<file path="src/rtl/reg_file_pkg.sv">
// Shared constants and types for the 8 x 16-bit general-purpose register file.
// The decoder and the control unit both use reg_addr_t.
package reg_file_pkg;
  localparam int DATA_W   = 16;
  localparam int ADDR_W   = 3;
  localparam int NUM_REGS = 2 ** ADDR_W;

  typedef logic [ADDR_W-1:0] reg_addr_t;
  typedef logic [DATA_W-1:0] reg_data_t;

  // Write strobe per register: one bit set for addr, or none when the write is disabled.
  function automatic logic [NUM_REGS-1:0] wr_decode(reg_addr_t addr, logic en);
    logic [NUM_REGS-1:0] sel;
    sel = '0;
    if (en) sel[addr] = 1'b1;
    return sel;
  endfunction
endpackage

</file>
<file path="src/rtl/reg_file_if.sv">
// Register file bus: write port from writeback, two read ports to the ALU operands.
interface reg_file_if;
  import reg_file_pkg::*;

  reg_addr_t DEST;
  reg_addr_t SRC0;
  reg_addr_t SRC1;
  reg_data_t w_in;
  logic      w_en;
  reg_data_t op0;
  reg_data_t op1;

  modport master (output DEST, SRC0, SRC1, w_in, w_en, input op0, op1);
  modport slave  (input DEST, SRC0, SRC1, w_in, w_en, output op0, op1);
endinterface

</file>
<file path="src/rtl/reg_file_cell.sv">
// One DATA_W storage register with an async active-high clear and a load enable.
module reg_file_cell
  import reg_file_pkg::*;
(
  input  logic      clk,
  input  logic      reset,
  input  logic      ld,
  input  reg_data_t d,
  output reg_data_t q
);
  always_ff @(posedge clk or posedge reset) begin
    if (reset)   q <= '0;
    else if (ld) q <= d;
  end
endmodule

</file>
<file path="src/rtl/reg_file.sv">
// Eight-entry register file: one synchronous write port, two combinational read ports.
// Reads show the stored value only; a same-cycle write is visible after the edge.
module reg_file
  import reg_file_pkg::*;
(
  input  logic      clk,
  input  logic      reset,
  reg_file_if.slave bus
);
  logic [NUM_REGS-1:0]             wr_sel;
  logic [NUM_REGS-1:0][DATA_W-1:0] regs;

  assign wr_sel = wr_decode(bus.DEST, bus.w_en);

  for (genvar i = 0; i < NUM_REGS; i++) begin : g_cell
    reg_file_cell u_cell (
      .clk   (clk),
      .reset (reset),
      .ld    (wr_sel[i]),
      .d     (bus.w_in),
      .q     (regs[i])
    );
  end

  assign bus.op0 = regs[bus.SRC0];
  assign bus.op1 = regs[bus.SRC1];
endmodule

</file>
<file path="src/flat_wrapper.sv">
// flat-port wrapper written by rule: the top's interface ports become plain ports
module reg_file_flat import reg_file_pkg::*;
  (clk, reset, bus_DEST, bus_SRC0, bus_SRC1, bus_w_in, bus_w_en, bus_op0, bus_op1);
  reg_file_if bus_i ();
  input  logic clk;
  input  logic reset;
  input wire logic [$bits(bus_i.DEST)-1:0] bus_DEST;
  input wire logic [$bits(bus_i.SRC0)-1:0] bus_SRC0;
  input wire logic [$bits(bus_i.SRC1)-1:0] bus_SRC1;
  input wire logic [$bits(bus_i.w_in)-1:0] bus_w_in;
  input wire logic [$bits(bus_i.w_en)-1:0] bus_w_en;
  output wire logic [$bits(bus_i.op0)-1:0] bus_op0;
  output wire logic [$bits(bus_i.op1)-1:0] bus_op1;
  assign bus_i.DEST = bus_DEST;
  assign bus_i.SRC0 = bus_SRC0;
  assign bus_i.SRC1 = bus_SRC1;
  assign bus_i.w_in = bus_w_in;
  assign bus_i.w_en = bus_w_en;
  assign bus_op0 = bus_i.op0;
  assign bus_op1 = bus_i.op1;
  reg_file u_core (.clk(clk), .reset(reset), .bus(bus_i));
endmodule
</file>
<file path="config.mk">
export PLATFORM = sky130hd
export DESIGN_NAME = reg_file_flat
export DESIGN_NICKNAME = d
export VERILOG_FILES = /design/src/rtl/reg_file_pkg.sv /design/src/rtl/reg_file_if.sv /design/src/rtl/reg_file_cell.sv /design/src/rtl/reg_file.sv /design/src/flat_wrapper.sv
export SDC_FILE = /design/constraint.sdc
export NUM_CORES = 1
export LEC_CHECK = 0
export CAP_MARGIN = 20
export CORE_MARGIN = 2
export CORE_UTILIZATION = 50
export CTS_BUF_LIST = sky130_fd_sc_hd__clkbuf_16
export CTS_CLUSTER_DIAMETER = 30
export CTS_CLUSTER_SIZE = 25
export DETAILED_ROUTE_END_ITERATION = 6
export GPL_ROUTABILITY_DRIVEN = 0
export GPL_TIMING_DRIVEN = 0
export PLACE_DENSITY = 0.68
export SYNTH_ARGS = -nofsm -noshare
export SYNTH_HDL_FRONTEND = slang
export SYNTH_HIERARCHICAL = 1
export SYNTH_SLANG_ARGS = --single-unit
export TNS_END_PERCENT = 10
</file>
<file path="constraint.sdc">
create_clock -name clk -period 1.7 [get_ports clk]
set_input_delay 0.255 -clock clk [delete_from_list [all_inputs] [get_ports clk]]
set_output_delay 0.255 -clock clk [all_outputs]
set_load 0.01 [all_outputs]
</file>
==> Word-level counts from Yosys, hierarchy flattened <==
Index checks and enable logic that the tools add are counted.
{ "totals": {"reg_bits": 128, "in_bits": 28, "output_inout_bits": 32, "elab_cells": 20} }
{ "op_classes": {"magnitude_cmp": 4, "muxes": 7, "n_reduce_logical": 1} }
{ "ops": {"columns": ["cell", "n"], "rows": [
  ["$bmux W16 S3", 2],
  ["$mux W16", 2],
  ["$lt A3 B4 Y1 const B", 3],
  ["$mux W8", 1],
  ["$demux W1 S3", 1],
  ["$ge A3 B1 Y1 const B", 1],
  ["$logic_and A1 B1 Y1", 1],
  ["$mux W1", 1]
]} }

==> Logic depth before layout (Yosys ltp) <==
Gate-level depths: netlist (run 1).
{ "logic_depth": {"word_depth": 5, "depth_mapped": 5} }

==> Cells and area by module <==
The synthesis (run 1) kept the hierarchy.
{ "modules_own_cells": {"columns": ["mod", "instances", "cells_each", "area_each_um2"], "rows": [
  ["reg_file_cell", 8, 35, 653.1],
  ["reg_file", 1, 127, 2200.9]
]} }

==> Worst setup path after synthesis (run 1) <==
OpenSTA, ideal clock, no wires.
{ "synth_timing": {"path_kind": "input port to output port", "from": "input bus_SRC0[0]", "to": "output bus_op0[1]", "arrival_time_ns": 1.327, "required_time_ns": 1.445, "slack_ns": 0.118, "stages": 4, "path_buffers": 2, "path_cell_list": "buf_6 > buf_6 > mux4_1 > mux2_2"} }
{ "synth_between": {"elab_chain_len": 2} }
{ "synth_lines": {"columns": ["item", "line", "rtl"], "rows": [
  ["from (decl)", "flat_wrapper.sv:8", "input wire logic [$bits(bus_i.SRC0)-1:0] bus_SRC0;"],
  ["$bmux W16 S3", "reg_file.sv:25", "assign bus.op0 = regs[bus.SRC0];"],
  ["$mux W16 (implied by the code)", "reg_file.sv:25", null],
  ["to (decl)", "flat_wrapper.sv:12", "output wire logic [$bits(bus_i.op0)-1:0] bus_op0;"]
]} }
No other way between the ends. The select of a mux whose other input is x is not followed.

==> Worst setup path in the final report (run 1) <==
{ "layout_timing": {"from": "register u_core.g_cell[5].u_cell.q[4]", "to": "output bus_op1[4]"} }
{ "layout_between": {"elab_chain_len": 2} }
{ "layout_lines": {"columns": ["item", "line", "rtl"], "rows": [
  ["from (decl)", "reg_file_cell.sv:9", "output reg_data_t q"],
  ["from (signal assigned)", "reg_file_cell.sv:12", "if (reset) q <= '0;"],
  ["from (signal assigned)", "reg_file_cell.sv:13", "else if (ld) q <= d;"],
  ["$bmux W16 S3", "reg_file.sv:26", "assign bus.op1 = regs[bus.SRC1];"],
  ["$mux W16 (implied by the code)", "reg_file.sv:26", null],
  ["to (decl)", "flat_wrapper.sv:13", "output wire logic [$bits(bus_i.op1)-1:0] bus_op1;"]
]} }
No other way between the ends. The select of a mux whose other input is x is not followed.

==> flow_metrics.tcl, run 1 <==
set metrics [dict create \
    yosysTopAreaCell "dfrtp_1" \
    p_leak_nw 3.88 \
    port_buffers 55 \
    yosysWarnings 6 \
    fin_crit_ns 2.00 \
    max_stage_delay_ns 0.52 \
    timing.fmax_mhz 499 \
    drt-pass1-iter-count 4 \
    power.density_mw_per_mm2 1280 \
    dieArea_mm2 0.0158 \
    min_path_type "input pin to async pin" \
    critPathBufInv 1 \
    setup_viol 32 \
    place_ws_ns -1.31 \
    hold_viol 0 \
    ys_seq_elements 128 \
    grt_pass1_wl_mm 30.2 \
    initial_core_util_pct 51.1 \
    yosysTopAreaCellShare_pct 43.1 \
    cts_buffers 17 \
    cts_tree "built" \
    stdcell_count 694 \
    core_mm2 0.0145 \
    synth_cell_type_count 15 \
    insertion_delay_ns 0.41 \
    grt-ovfl-total 0 \
    largest_reg_flops 128 \
    arrival_ns 1.75 \
    syn_inst 407 \
    worst_slack_ns -0.302 \
    grt_max_degree 17 \
    final_cell_mix "dfrtp_1 (128), mux2_4 (104), mux4_2 (62)" \
    avgSynthCellArea_um2 18.2 \
    dr_total_vias 4273 \
    top_regs "u_core/g_cell.u_cell/q (128)" \
    io_pins 60 \
    crit_required_ns 1.44 \
    cpLargestDelayFamily "multiplexers" \
    drc 0 \
    h-tree-depth 4 \
    synth_seq_area_share_pct 43.1 \
    wirelength_mm 19.6 \
    syn_area_mm2 0.00743 \
    clock-sinks 128 \
    synthToLayoutAreaGrowth_pct 20.2 \
    wl_per_cell_um 28.3 \
    ctsHoldBuffers 0 \
    dp_cells 646 \
    worstSetupStartpointType "flop" \
    cpMaxStageDelayCell "mux4_2" \
    synthTopCellsByArea "dfrtp_1 (43%), mux4_1 (20%), mux2_4 (16%)" \
    clk_pin_slew_ns 0.06 \
    viasPerCell 6.16 \
    final_util_pct 61.4 \
    violations "setup timing" \
    row_count 44 \
    antenna_cells 0 \
    place_hpwl_mm 12.2 \
    finalMaxSlewViolations 0 \
    largest-register "u_core/g_cell.u_cell/q" \
    post-route-period-util_pct 118 \
    tightest_slew_ns 0.980 \
    relSlewSlack_pct 34.6 \
    cp-end-kind "primary output" \
    grt_setup_unrepaired "true" \
    drt_iter0_drc 296 \
    drive_above_1_share_pct 65.3 \
    fin_nets 525 \
    root_buffer "clkbuf_16" \
    die_w_um 126 \
    fillers 1109 \
    drv_cap 0 \
    dieHeight_um 126 \
    path_max_fanout 3 \
    peakVddDrop_uv 787 \
    gr-usage-all-layers_pct 26.4 \
    synth_nets 435 \
    clockBufferDepth 2 \
    clock_skew_ns 0 \
    worst-setup-path-type "flop to primary output" \
    final_common_cell "dfrtp_1" \
    detail-route-antenna-nets 0 \
    outcome "finished with violations" \
    path_cells "mux4_2, mux2_4, buf_6" \
    power.total_w 0.0114 \
    antenna_found_initial 0 \
    grt_pass1_vias 4727 \
]
==> worst register-to-register path, stage by stage, from the launching register on <==
cell     delay (ns)
dfrtp_1        0.39
buf_4          0.14
mux2_4         0.27
==> cells by family (layout without fill, tap and decap cells) <==
group / Yosys count / in the layout / synth area share [%]
flops: 128 / 128 / 43.1
mux: 224 / 224 / 50.5
buf+inv: 42 / 145 / 5.53
simple gates: 13 / 13 / 0.792
==> metal layers <==
layer  vias to the layer above  wire, um  global-route usage, %
met4                         0       505                   8.99
met3                        31      1210                   8.20
met5                         -         0                      0
li1                       1751         -                      -
met2                       187      9480                   41.8
met1                      2304      8450                   35.0
==> Yosys cell counts <==
| cell | number |
|---|---|
| mux4_1 | 56 |
| clkbuf_2 | 2 |
| mux2_2 | 80 |
| mux2_4 | 80 |
| mux4_2 | 8 |
| nor2_1 | 6 |
| nand2_1 | 2 |
| dfrtp_1 | 128 |
| nand2b_1 | 3 |
| clkbuf_1 | 1 |
| buf_6 | 16 |
| inv_1 | 8 |
| nor3_1 | 2 |
| buf_12 | 8 |
| buf_1 | 7 |
==> final timing paths <==
| path | from | slack, ns | depth (start not counted) | to |
|---|---|---|---|---|
| worst max-delay path | u_core/g_cell[5].u_cell/q[4] | -0.30 | 3 | bus_op1[4] |
| worst min-delay path | reset | 0.52 | 2 | u_core/g_cell[5].u_cell/q[13] |
| worst max register to register | u_core/g_cell[4].u_cell/q[9] | 0.78 | 2 | u_core/g_cell[4].u_cell/q[9] |
| worst min register to register | u_core/g_cell[1].u_cell/q[1] | 0.53 | 1 | u_core/g_cell[1].u_cell/q[1] |
| max in group asynchronous | reset | 0.53 | 2 | u_core/g_cell[4].u_cell/q[1] |
| min in group clk | u_core/g_cell[1].u_cell/q[1] | 0.53 | 1 | u_core/g_cell[1].u_cell/q[1] |
==> layout make-up <==
cell class / count / area [um2] / share of cell area [%]
Multi-Input combinational cell: 237 / 3700 / 41.4
Buffer: 34 / 443 / 4.96
Tap cell: 184 / 230 / 2.58
Clock buffer: 17 / 425 / 4.77
Clock inverter: 15 / 199 / 2.23
Timing Repair Buffer: 71 / 696 / 7.79
Sequential cell: 128 / 3200 / 35.9
Inverter: 8 / 30.0 / 0.336
==> report_power, final <==
part | switching [W] | internal, W | leakage (nW)
sequential | 0.000544 | 0.00373 | 1.54
clock | 0.00131 | 0.00256 | 0.312
combinational | 0.00105 | 0.00220 | 2.03
==> what timing repair did <==
action	in CTS	in global routing
setup buffers	15	1
endpoints found under the setup margin	32	32
resized for setup	242	18
pin swaps	0	0
cloned	0	0
==> stage by stage <==
step | TNS, ns | hold WS (ns) | area [um2]
floorplan | 0 | 0.169 | 7430
global placement | -47.92 | 0.497 | 8210
detailed placement | -51.11 | 0.505 | 8210
CTS | -8.79 | 0.524 | 8870
global route | -9.73 | 0.550 | 8930
finish | -8.29 | 0.518 | 8930
No activity file was read; power rests on OpenSTA's default activity.
==> inputs of run 2 (changes only) <==
--- a/config.mk
+++ b/config.mk
@@ -5,14 +5,12 @@
 export SDC_FILE = /design/constraint.sdc
 export NUM_CORES = 1
 export LEC_CHECK = 0
-export CAP_MARGIN = 20
-export CORE_MARGIN = 2
+export CORE_MARGIN = 3
 export CORE_UTILIZATION = 50
 export CTS_BUF_LIST = sky130_fd_sc_hd__clkbuf_16
 export CTS_CLUSTER_DIAMETER = 30
 export CTS_CLUSTER_SIZE = 25
 export DETAILED_ROUTE_END_ITERATION = 6
-export GPL_ROUTABILITY_DRIVEN = 0
 export GPL_TIMING_DRIVEN = 0
 export PLACE_DENSITY = 0.68
 export SYNTH_ARGS = -nofsm -noshare
==> run 2 against run 1 <==
Net effect:
- the flow still finishes with violations (setup timing)
- cell count fell by 0.14%
- first-iteration DRC count shrank 4.4%
- non-clock buffer count is 3 higher
==> flow_metrics.tcl, run 2 (synthesis results as in run 1) <==
set metrics [dict create \
    placed_area_mm2 0.00820 \
    final_common_cell "dfrtp_1" \
    detail-route-antenna-nets 0 \
    clock_skew_ns 0 \
    cp-end-kind "primary output" \
    antenna_found_initial 0 \
    critPathBufInv 1 \
    power.density_mw_per_mm2 1220 \
    violations "setup timing" \
    core_mm2 0.0142 \
    path_cells "mux4_2, mux2_4, buf_6" \
    clock-sinks 128 \
    setup_viol 32 \
    wl_per_cell_um 28.0 \
    grt_pass1_vias 4602 \
    antenna_cells 0 \
    initial_core_util_pct 52.3 \
    die_w_um 128 \
    dp_cells 642 \
    peakVddDrop_uv 744 \
    post-route-period-util_pct 118 \
    cpLargestDelayFamily "multiplexers" \
    drt_iter0_drc 283 \
    grt_max_degree 17 \
    root_buffer "clkbuf_16" \
    dieArea_mm2 0.0163 \
    crit_required_ns 1.44 \
    relSlewSlack_pct 34.4 \
    largest-register "u_core/g_cell.u_cell/q" \
    drt-pass1-iter-count 5 \
    viasPerCell 6.16 \
    arrival_ns 1.75 \
    port_buffers 55 \
    cpMaxStageDelayCell "mux4_2" \
    cts_buffers 17 \
    grt_pass1_wl_mm 29.4 \
    drive_above_1_share_pct 64.9 \
    worst-setup-path-type "flop to primary output" \
    io_pins 60 \
    drc 0 \
    path_max_fanout 3 \
    tightest_slew_ns 0.983 \
    h-tree-depth 4 \
    worstSetupStartpointType "flop" \
    min_path_type "input pin to async pin" \
    fin_area_mm2 0.00881 \
    p_leak_nw 3.81 \
    fin_crit_ns 2.00 \
    r2r_setup_slack_ns 0.72 \
    max_stage_delay_ns 0.51 \
    clockBufferDepth 2 \
    cts_tree "built" \
    place_ws_ns -1.28 \
    place_hpwl_mm 12.1 \
    insertion_delay_ns 0.41 \
    grt-ovfl-total 0 \
    dr_total_vias 4266 \
    drv_cap 0 \
    finalMaxSlewViolations 0 \
    largest_reg_flops 128 \
    final_util_pct 62.1 \
    outcome "finished with violations" \
    place_congestion 0.790 \
    worst_slack_ns -0.300 \
    stdcell_count 693 \
    final_cell_mix "dfrtp_1 (128), mux2_4 (99), mux4_2 (62)" \
    dieHeight_um 128 \
    clk_pin_slew_ns 0.06 \
    gr-usage-all-layers_pct 24.9 \
    grt_setup_unrepaired "true" \
    wirelength_mm 19.4 \
    top_regs "u_core/g_cell.u_cell/q (128)" \
    timing.fmax_mhz 500 \
    synthToLayoutAreaGrowth_pct 18.7 \
    fin_nets 528 \
    hold_viol 0 \
    row_count 43 \
]
==> run 2: cell types whose count changed in the layout (fill, tap and decap cells not counted), moves of 3 or more <==
cell,delta
bufinv_16,-4
clkinvlp_4,+3
mux2_4,-5
clkinv_1,+4
mux2_2,+5
buf_2,+3
==> run 2: worst reg2reg max path, delay by kind of cell, from the launching register on <==
kind | cells | cell delay (ns)
muxes | 1 | 0.25
buffers and inverters | 2 | 0.24
DFF | 1 | 0.38
==> run 2: cell type report <==
| type | count | area [um2] |
|---|---|---|
| plain buffers | 34 | 443 |
| clock buffers | 17 | 425 |
| clock inverters | 15 | 103 |
| fillers | 1089 | 5390 |
| inverters | 8 | 30.0 |
| multi-input cells | 237 | 3680 |
| flip-flops and latches | 128 | 3200 |
| well taps | 180 | 225 |
| repair buffers | 74 | 703 |
==> run 2: power breakdown <==
group          switching (W)  internal (W)
clock network        0.00132       0.00196
logic                0.00104       0.00218
registers           0.000540       0.00373
==> run 2: path summary, 6_finish.rpt <==
check / startpoint / end / depth (start not counted)
max reg2reg: u_core/g_cell[3].u_cell/q[7] / u_core/g_cell[3].u_cell/q[7] / 3
max in group asynchronous: reset / u_core/g_cell[2].u_cell/q[14] / 2
max: u_core/g_cell[5].u_cell/q[2] / bus_op0[2] / 3
min: reset / u_core/g_cell[7].u_cell/q[10] / 2
min reg2reg: u_core/g_cell[1].u_cell/q[13] / u_core/g_cell[1].u_cell/q[13] / 1
min in group clk: u_core/g_cell[1].u_cell/q[13] / u_core/g_cell[1].u_cell/q[13] / 1
==> run 2: metal layers <==
layer	vias to the layer above	global-route usage [%]	routed length (um)	part of all wire, %
met5	-	0	0	0
met4	0	6.74	212	1.1
met3	16	6.17	1220	6.3
met2	170	38.9	9520	49
met1	2321	35.1	8490	44
li1	1759	-	-	-
==> run 2: stage by stage <==
stage,hold WS [ns],total power [W],setup TNS (ns)
6_report,0.515,0.0108,-8.43
5_1_grt,0.544,0.0112,-9.85
4_1_cts,0.526,0.0107,-8.93
3_5_place_dp,0.509,0.00713,-50.11
3_3_place_gp,0.496,0.00701,-46.54
2_1_floorplan,0.169,0.00607,0
==> run 2: timing repair <==
action | in CTS | in global routing
endpoints found under the setup margin | 32 | 32
hold endpoints to repair | 0 | 0
hold buffers | 0 | 0
buffers inserted | 17 | 2
gates resized for setup | 236 | 17
